--- src/rtl/lp805x_schedfs_ctrl.sv ---
// Frequency-scaling factor controller for lp805x_schedfs: arbitrates CPU vs idle
// targets and ramps the factor in bounded steps, only at scheduler period boundaries.
module lp805x_schedfs_ctrl #(
   parameter int            DW           = 8,
   parameter logic [DW-1:0] RESET_FACTOR = {DW{1'b0}},
   parameter logic [DW-1:0] IDLE_FACTOR  = {DW{1'b1}},
   parameter logic [DW-1:0] STEP         = {{(DW-1){1'b0}}, 1'b1}
) (
   input  logic          clki,
   input  logic          rst_n,
   input  logic          cpu_wr,
   input  logic [DW-1:0] cpu_factor,
   input  logic          idle_req,
   input  logic [DW-1:0] index_i,
   output logic [DW-1:0] factor_o,
   output logic          busy,
   output logic          done,
   output logic          src_idle
);

   typedef enum logic [1:0] {
      ST_IDLE,
      ST_SYNC,
      ST_STEP,
      ST_DONE
   } state_t;

   state_t        state_q, state_d;
   logic [DW-1:0] factor_q, factor_d;
   logic [DW-1:0] cpuTgt_q, cpuTgt_d;
   logic          srcIdle_q;

   logic [DW-1:0] effTgt;
   logic          stepUp;
   logic [DW-1:0] stepDelta;
   logic [DW-1:0] stepSize;
   logic [DW-1:0] stepped;

   assign effTgt = idle_req ? IDLE_FACTOR : cpuTgt_q;

   // Clamp the step to the remaining distance so the factor can never overshoot or wrap.
   always_comb begin
      stepUp    = (effTgt > factor_q);
      stepDelta = stepUp ? (effTgt - factor_q) : (factor_q - effTgt);
      stepSize  = (stepDelta < STEP) ? stepDelta : STEP;
      stepped   = stepUp ? (factor_q + stepSize) : (factor_q - stepSize);
   end

   always_comb begin
      cpuTgt_d = cpu_wr ? cpu_factor : cpuTgt_q;
   end

   always_comb begin
      state_d  = state_q;
      factor_d = factor_q;
      unique case (state_q)
         ST_IDLE: begin
            if (effTgt != factor_q) begin
               state_d = ST_SYNC;
            end
         end
         ST_SYNC: begin
            if (effTgt == factor_q) begin
               state_d = ST_DONE;
            end else if (index_i == '0) begin
               state_d = ST_STEP;
            end
         end
         ST_STEP: begin
            factor_d = stepped;
            state_d  = (stepped == effTgt) ? ST_DONE : ST_SYNC;
         end
         ST_DONE: begin
            state_d = ST_IDLE;
         end
         default: begin
            state_d = ST_IDLE;
         end
      endcase
   end

   always_ff @(posedge clki or negedge rst_n) begin
      if (!rst_n) begin
         state_q   <= ST_IDLE;
         factor_q  <= RESET_FACTOR;
         cpuTgt_q  <= RESET_FACTOR;
         srcIdle_q <= 1'b0;
      end else begin
         state_q   <= state_d;
         factor_q  <= factor_d;
         cpuTgt_q  <= cpuTgt_d;
         srcIdle_q <= idle_req;
      end
   end

   assign factor_o = factor_q;
   assign busy     = (state_q == ST_SYNC) || (state_q == ST_STEP);
   assign done     = (state_q == ST_DONE);
   assign src_idle = srcIdle_q;

endmodule

--- config.mk ---
export PLATFORM = sky130hd
export DESIGN_NAME = lp805x_schedfs_ctrl
export DESIGN_NICKNAME = d
export VERILOG_FILES = /design/src/rtl/lp805x_schedfs_ctrl.sv
export SDC_FILE = /design/constraint.sdc
export NUM_CORES = 1
export LEC_CHECK = 0
export ABC_AREA = 1
export BUFFER_PORTS_ARGS = -buffer_cell sky130_fd_sc_hd__buf_2
export CAP_MARGIN = 15
export CORE_MARGIN = 2
export CORE_UTILIZATION = 23
export DETAILED_ROUTE_END_ITERATION = 10
export GPL_ROUTABILITY_DRIVEN = 0
export PLACE_DENSITY_LB_ADDON = 0.2
export SLEW_MARGIN = 15
export SYNTH_ARGS = -nofsm -noshare
export SYNTH_HDL_FRONTEND = slang
export SYNTH_SLANG_ARGS = --single-unit
--- constraint.sdc ---
create_clock -name clki -period 5.96 [get_ports clki]
set_input_delay 1.788 -clock clki [delete_from_list [all_inputs] [get_ports clki]]
set_output_delay 1.788 -clock clki [all_outputs]
set_load 0.005 [all_outputs]
### After elaboration in Yosys (flattened, before gate mapping)

Index checks and enable logic that the tools add are counted.
W data, S select, Z words.

* add/subtract/negate cells: 4
* order comparisons: 2
* $mul: 0
* shifts and indexed selects: 0
* equal/unequal tests: 8
* div/mod/pow operators: 0
* reductions and logical operators: 4
* bitwise gates (word level): 0
* multiplexer cells: 9

Operator list (number)
* $mux W8: 4
* $sub A8 B8 Y8: 3
* $eq A8 B8 Y1: 2
* $add A8 B8 Y8: 1
* $gt A8 B8 Y1: 1
* $logic_not A8 Y1: 1
* $lt A8 B1 Y1 const B: 1
* $mux W2: 4
* $ne A8 B8 Y1: 1
* $pmux W2 S4: 1
* $eq A2 B2 Y1 const B: 2
* $ne A3 B3 Y1 const B: 1
* $eq A2 B1 Y1 const B: 1
* $logic_not A2 Y1: 1
* $ne A2 B2 Y1 const B: 1
* $reduce_and A2 Y1: 1
* $logic_or A1 B1 Y1: 1

* output and inout bits: 11
* latch bits: 0
* bits of input ports: 20
* memories: 0
* memory bits (writable): 0
* word-level logic and storage cells: 31
* ROM bits: 0
* flip-flop bits (word level): 19

### Longest topological paths before layout

* depth after elaboration: 10
* depth in mapped cells: 34
* mapped depth without buffers: 32

### Least setup slack after synthesis

No wires, ideal clock.

* kind: input to register
* from: input port idle_req
* to: register state_q[1]
* data required time: 5840 ps
* stages on the path: 28
* path buffers: 1
* arrival: 5387 ps
* path slack: 453 ps
* library setup time: 120 ps
* path through: clkbuf_1 > nor2_1 > ha_1 > fa_1 > inv_1 > nand2_2 > nand2_2 > nand2_2 > nand2_2 > nand2_4 > inv_4 > nand3_1 > nand2_1 > nor2_1 > nand2_2 > inv_1 > ha_1 > or2_2 > ha_1 > nand2_1 > o21ai_0 > a21oi_1 > o21ai_0 > xnor2_1 > xor2_1 > nor2_1 > nand3_1 > a21oi_2

* cells in the longest elaborated chain, start to end: 10
* elaborated cells between the ends (all ways): 19
* classes of those cells: add/sub (4); order compare (2); eq/ne (5); mux (7); reduce/logical (1)

RTL lines
* start: declaration: line 13 `input logic idle_req,`
* $mux W8 *: line 39 `assign effTgt = idle_req ? IDLE_FACTOR : cpuTgt_q;`
* $sub A8 B8 Y8 / $gt A8 B8 Y1 (equally long branches): line 44, 43
* $mux W8: line 44 `stepDelta = stepUp ? (effTgt - factor_q) : (factor_q - effTgt);`
* $lt A8 B1 Y1: line 45 `stepSize = (stepDelta < STEP) ? stepDelta : STEP;`
* $mux W8: line 45
* $sub A8 B8 Y8 / $add A8 B8 Y8 (equally long branches): line 46 `stepped = stepUp ? (factor_q + stepSize) : (factor_q - stepSize);`
* $mux W8: line 46
* $eq A8 B8 Y1: line 71 `state_d = (stepped == effTgt) ? ST_DONE : ST_SYNC;`
* $mux W2: line 71
* $pmux W2 S4: line 56 `unique case (state_q)`
* end signal: assignment: line 89 `state_q <= state_d;`
* end: declaration: line 28 `state_t state_q, state_d;`

Every way passes the cells marked *; elsewhere a longest branch is shown, timed or not.
A chain may end at the register's enable or synchronous reset.

### Worst setup path after layout

Ends and elaborated chain as after synthesis.

==> summary by stage <==
Status
The run finished with clean final reports.

Detailed routing
After detailed routing, the number of remaining DRC violations is 0. The routed design uses 2619 µm of met2 wire. The total via count after detailed routing is 2,018. The vias per cell is about 4. For this block, wires on met1 add up to ~2700 µm. Detailed routing placed a total of approximately 90 µm of wire on met3. The per-cell routed wire length is between 10 and 15 µm. The highest metal layer carrying signal wires in the routed design is met4. The first routing iteration left 52 violations. The post-route antenna net violation count is 0. The total wire length after detailed routing is around 5500 µm. The first-pass iteration count of the detailed router is 4.

Placed design
The number of buffers inserted by port buffering is 30. The placed cell count is slightly below 500. The post-detailed-placement half-perimeter wirelength is around 4800 µm.

Clock tree
TritonCTS built the clock tree. The tree is rooted in a sky130_fd_sc_hd__clkbuf_8. The CTS buffer count is 3. The post-CTS setup-driven buffer insertion count is 0. The clock sink count is 19. The clock-pin transition on the worst setup and hold timing paths is 0.07 ns. The later-pin clock latency in the skew report is approximately 0.25 ns. The deepest level of the CTS H-tree is 1. In this run the deepest clock path goes through 2 buffers.

Power and ir drop
The leakage power figure is around 1.4 nW. Of the total power, the share spent switching nets is 0.5411. The power per unit of standard cell area is 563.0 mW/mm².

The worst-case IR drop observed on VDD is 0.2221 mV. The post-layout total power is roughly 0.0015 W. The portion of total power attributed to the clock network is 0.061. Cell internal power was estimated by the tool at 0.0006701 W.

Of the total power, combinational logic draws 0.786. In this run the power spent charging and discharging nets is 0.0007901 W. The sequential power share is 0.152.

Logic synthesis
The total number of yosys warnings is 0. The async set-reset flop share out of synthesis is 1.000. The post-synthesis cell type count is 32. The cell type with the largest total area after synthesis is sky130_fd_sc_hd__dfrtp_1. The number of synthesized flops with an enable pin is 0. The sequential-to-total area share from yosys stat is 0.2179. Averaged over all synthesized cells, the footprint is about 6.7 µm². The commonest cells after synthesis are sky130_fd_sc_hd__nand2_1, sky130_fd_sc_hd__inv_1, sky130_fd_sc_hd__ha_1. The dominant cell by count in the synthesized netlist is sky130_fd_sc_hd__nand2_1. The main flop type after synthesis is sky130_fd_sc_hd__dfrtp_1. The post-synthesis cell area is around 0.0022 mm². The flip-flop and latch count after synthesis is 19. The share of Yosys cell area claimed by the top area cell type is 0.2179. The number of instances in the synthesized netlist is about 320. Ranked by total cell area, the synthesized netlist is headed by sky130_fd_sc_hd__dfrtp_1, sky130_fd_sc_hd__ha_1, sky130_fd_sc_hd__nand2_1.

The number of nets in the synthesized netlist is roughly 380.

GRT
The total overflow left after global routing is 0. The global-route total usage across every layer is 0.1142. The number of global-route vias before repair came to between 1,500 and 2,000. The pin count of the biggest net entering global routing is 20. The first global-routing pass estimated around 9400 µm of wire.

The number of antenna violations at the first check in global routing is 0.

Timing
The peak clock frequency supported by timing is 180.2 MHz. The largest clock skew in the final design is 0.006082 ns. The number of max-slew violations in the final report was 0.

The tightest hold path in the finished design has a slack of between 0.5 and 0.6 ns. The count of endpoints failing hold in the final timing report was 0. The number of endpoints failing setup at the final stage is 0. The post-route minimum period is around 5.5 ns. Setup repair after global routing left no endpoint under its margin. The post-route fraction of the period consumed by the critical path is 0.9309.

Floorplanning
For this configuration, the core starts out at a cell density of 0.2362. The horizontal die dimension is 101.4 µm. The number of top-level pins is 31. The floorplan has 35 rows. The floorplan step set the die height to between 100 and 150 µm.

The die covers roughly 0.010 mm². The total area inside the core boundary comes to slightly above 0.009 mm².

Setup path
The startpoint-to-endpoint class of the critical path is in2reg. The largest stage delay on the critical path is approximately 0.46 ns. For the worst setup path, the data required time is slightly above 6 ns.

The largest fanout on the critical path is 10. The signal arrival time at the worst endpoint is between 5 and 6 ns. The largest individual stage delay along the critical path comes from the cell sky130_fd_sc_hd__ha_1.

The launching element type of the critical path is a primary input. STA classifies the critical path endpoint as a flip-flop. The critical path contains buffers and inverters numbering 6 combined. The family with the most delay on the worst path is simple AND/OR/NAND/NOR gates.

Cells and area
After the flow finishes, the layout carries non-filler instances totaling 490. The repair_antennas step left the layout with diodes totalling 0. Compared with the post-synthesis result, the final layout area differs by 18.86%.

Once layout is complete, the utilization of the core stands at 0.2807. After the last flow step, the layout net total stands at about 410. In the final layout, the share of cells above drive strength 1 is 0.1994.

Worst hold path
The type of the most critical hold path is reg2reg.

Job
Across the run, the number of max-cap violations was 0.
-- flip-flops by register name, indices dropped and copies added (netlist names) --
name and cells:
src_idle 1, cpuTgt_q 8, factor_o 8, state_q 2
-- metrics by stage --
stage | TNS, ns | instance area, µm² | worst slack [ns]
global placement | -0.3326 | 2530 | -0.2588
floorplan | 0 | 2182 | 0.4528
finish | 0 | 2594 | 0.4119
detailed placement | -0.1789 | 2530 | -0.1789
global route | 0 | 2594 | 0.002383
CTS | 0 | 2575 | 0.06673
-- final cells by class --
cell class	instances	area, µm²
Clock buffer	4	45.04
Fill cell	1037	6646
Inverter	58	220.2
Multi-Input combinational cell	242	1479
Sequential cell	19	475.5
Tap cell	129	161.4
Timing Repair Buffer	38	212.7
-- per-layer routing --
layer,track usage,vias up
met5,0,-
met4,0.03430,0
met3,0.008282,6
met2,0.1951,20
met1,0.1541,896
li1,-,1096
-- what timing repair did --
action | 4_1_cts | 5_1_grt
hold buffers | 0 | 0
resized for setup | 0 | 8
setup endpoints to repair | 0 | 3
-- path summary, 6_finish.rpt --
path | startpoint | cells after the start | end | slack (ns)
min reg2reg | cpuTgt_q[2] | 1 | cpuTgt_q[2] | 0.51
max | idle_req | 30 | state_q[1] | 0.41
max reg2reg | cpuTgt_q[4] | 29 | state_q[1] | 1.76
min | cpuTgt_q[2] | 1 | cpuTgt_q[2] | 0.51
min in group asynchronous | rst_n | 1 | factor_o[6] | 1.46
max in group asynchronous | rst_n | 1 | factor_o[0] | 4.19
-- placed cells by master, fill, tap and decap left out, drive strengths merged --
master,count
nand2,97
inv,57
buf,37
ha,28
nor2,23
nand3,22
dfrtp,19
o21ai,19
a21oi,14
mux2,8
nand4,5
clkbuf,5
xor2,4
xnor2,4
or2,4
fa,3
o21bai,2
a211oi,2
nor3,2
nor4,2
clkinv,1
and2,1
o21a,1
conb,1
-- power by group through the flow --
stage / Clock [W] / Combinational (W) / Sequential [W]
after CTS: 0.0000935 / 0.00115 / 0.000223
after detailed placement: 0 / 0.00114 / 0.000226
after global routing: 0.0000990 / 0.00134 / 0.000231
final: 0.0000896 / 0.00115 / 0.000222
after floorplan: 0 / 0.000860 / 0.000214
after global placement: 0 / 0.00115 / 0.000227
-- cells by family (layout without fill, tap and decap cells) --
| kind of cell | count (synthesis) | after routing | share of synthesized area |
|---|---|---|---|
| buffers and inverters | 63 | 100 | 0.1118 |
| xor gates and xnor gates | 8 | 8 | 0.03211 |
| other | 1 | 1 | 0.001719 |
| adders and majority gates | 31 | 31 | 0.1881 |
| DFF | 19 | 19 | 0.2179 |
| muxes | 8 | 8 | 0.04129 |
| and+or+nand+nor | 156 | 156 | 0.3125 |
| AOI/OAI and AO/OA | 38 | 38 | 0.09461 |
Note: power is estimated with default switching activity, not from simulation.
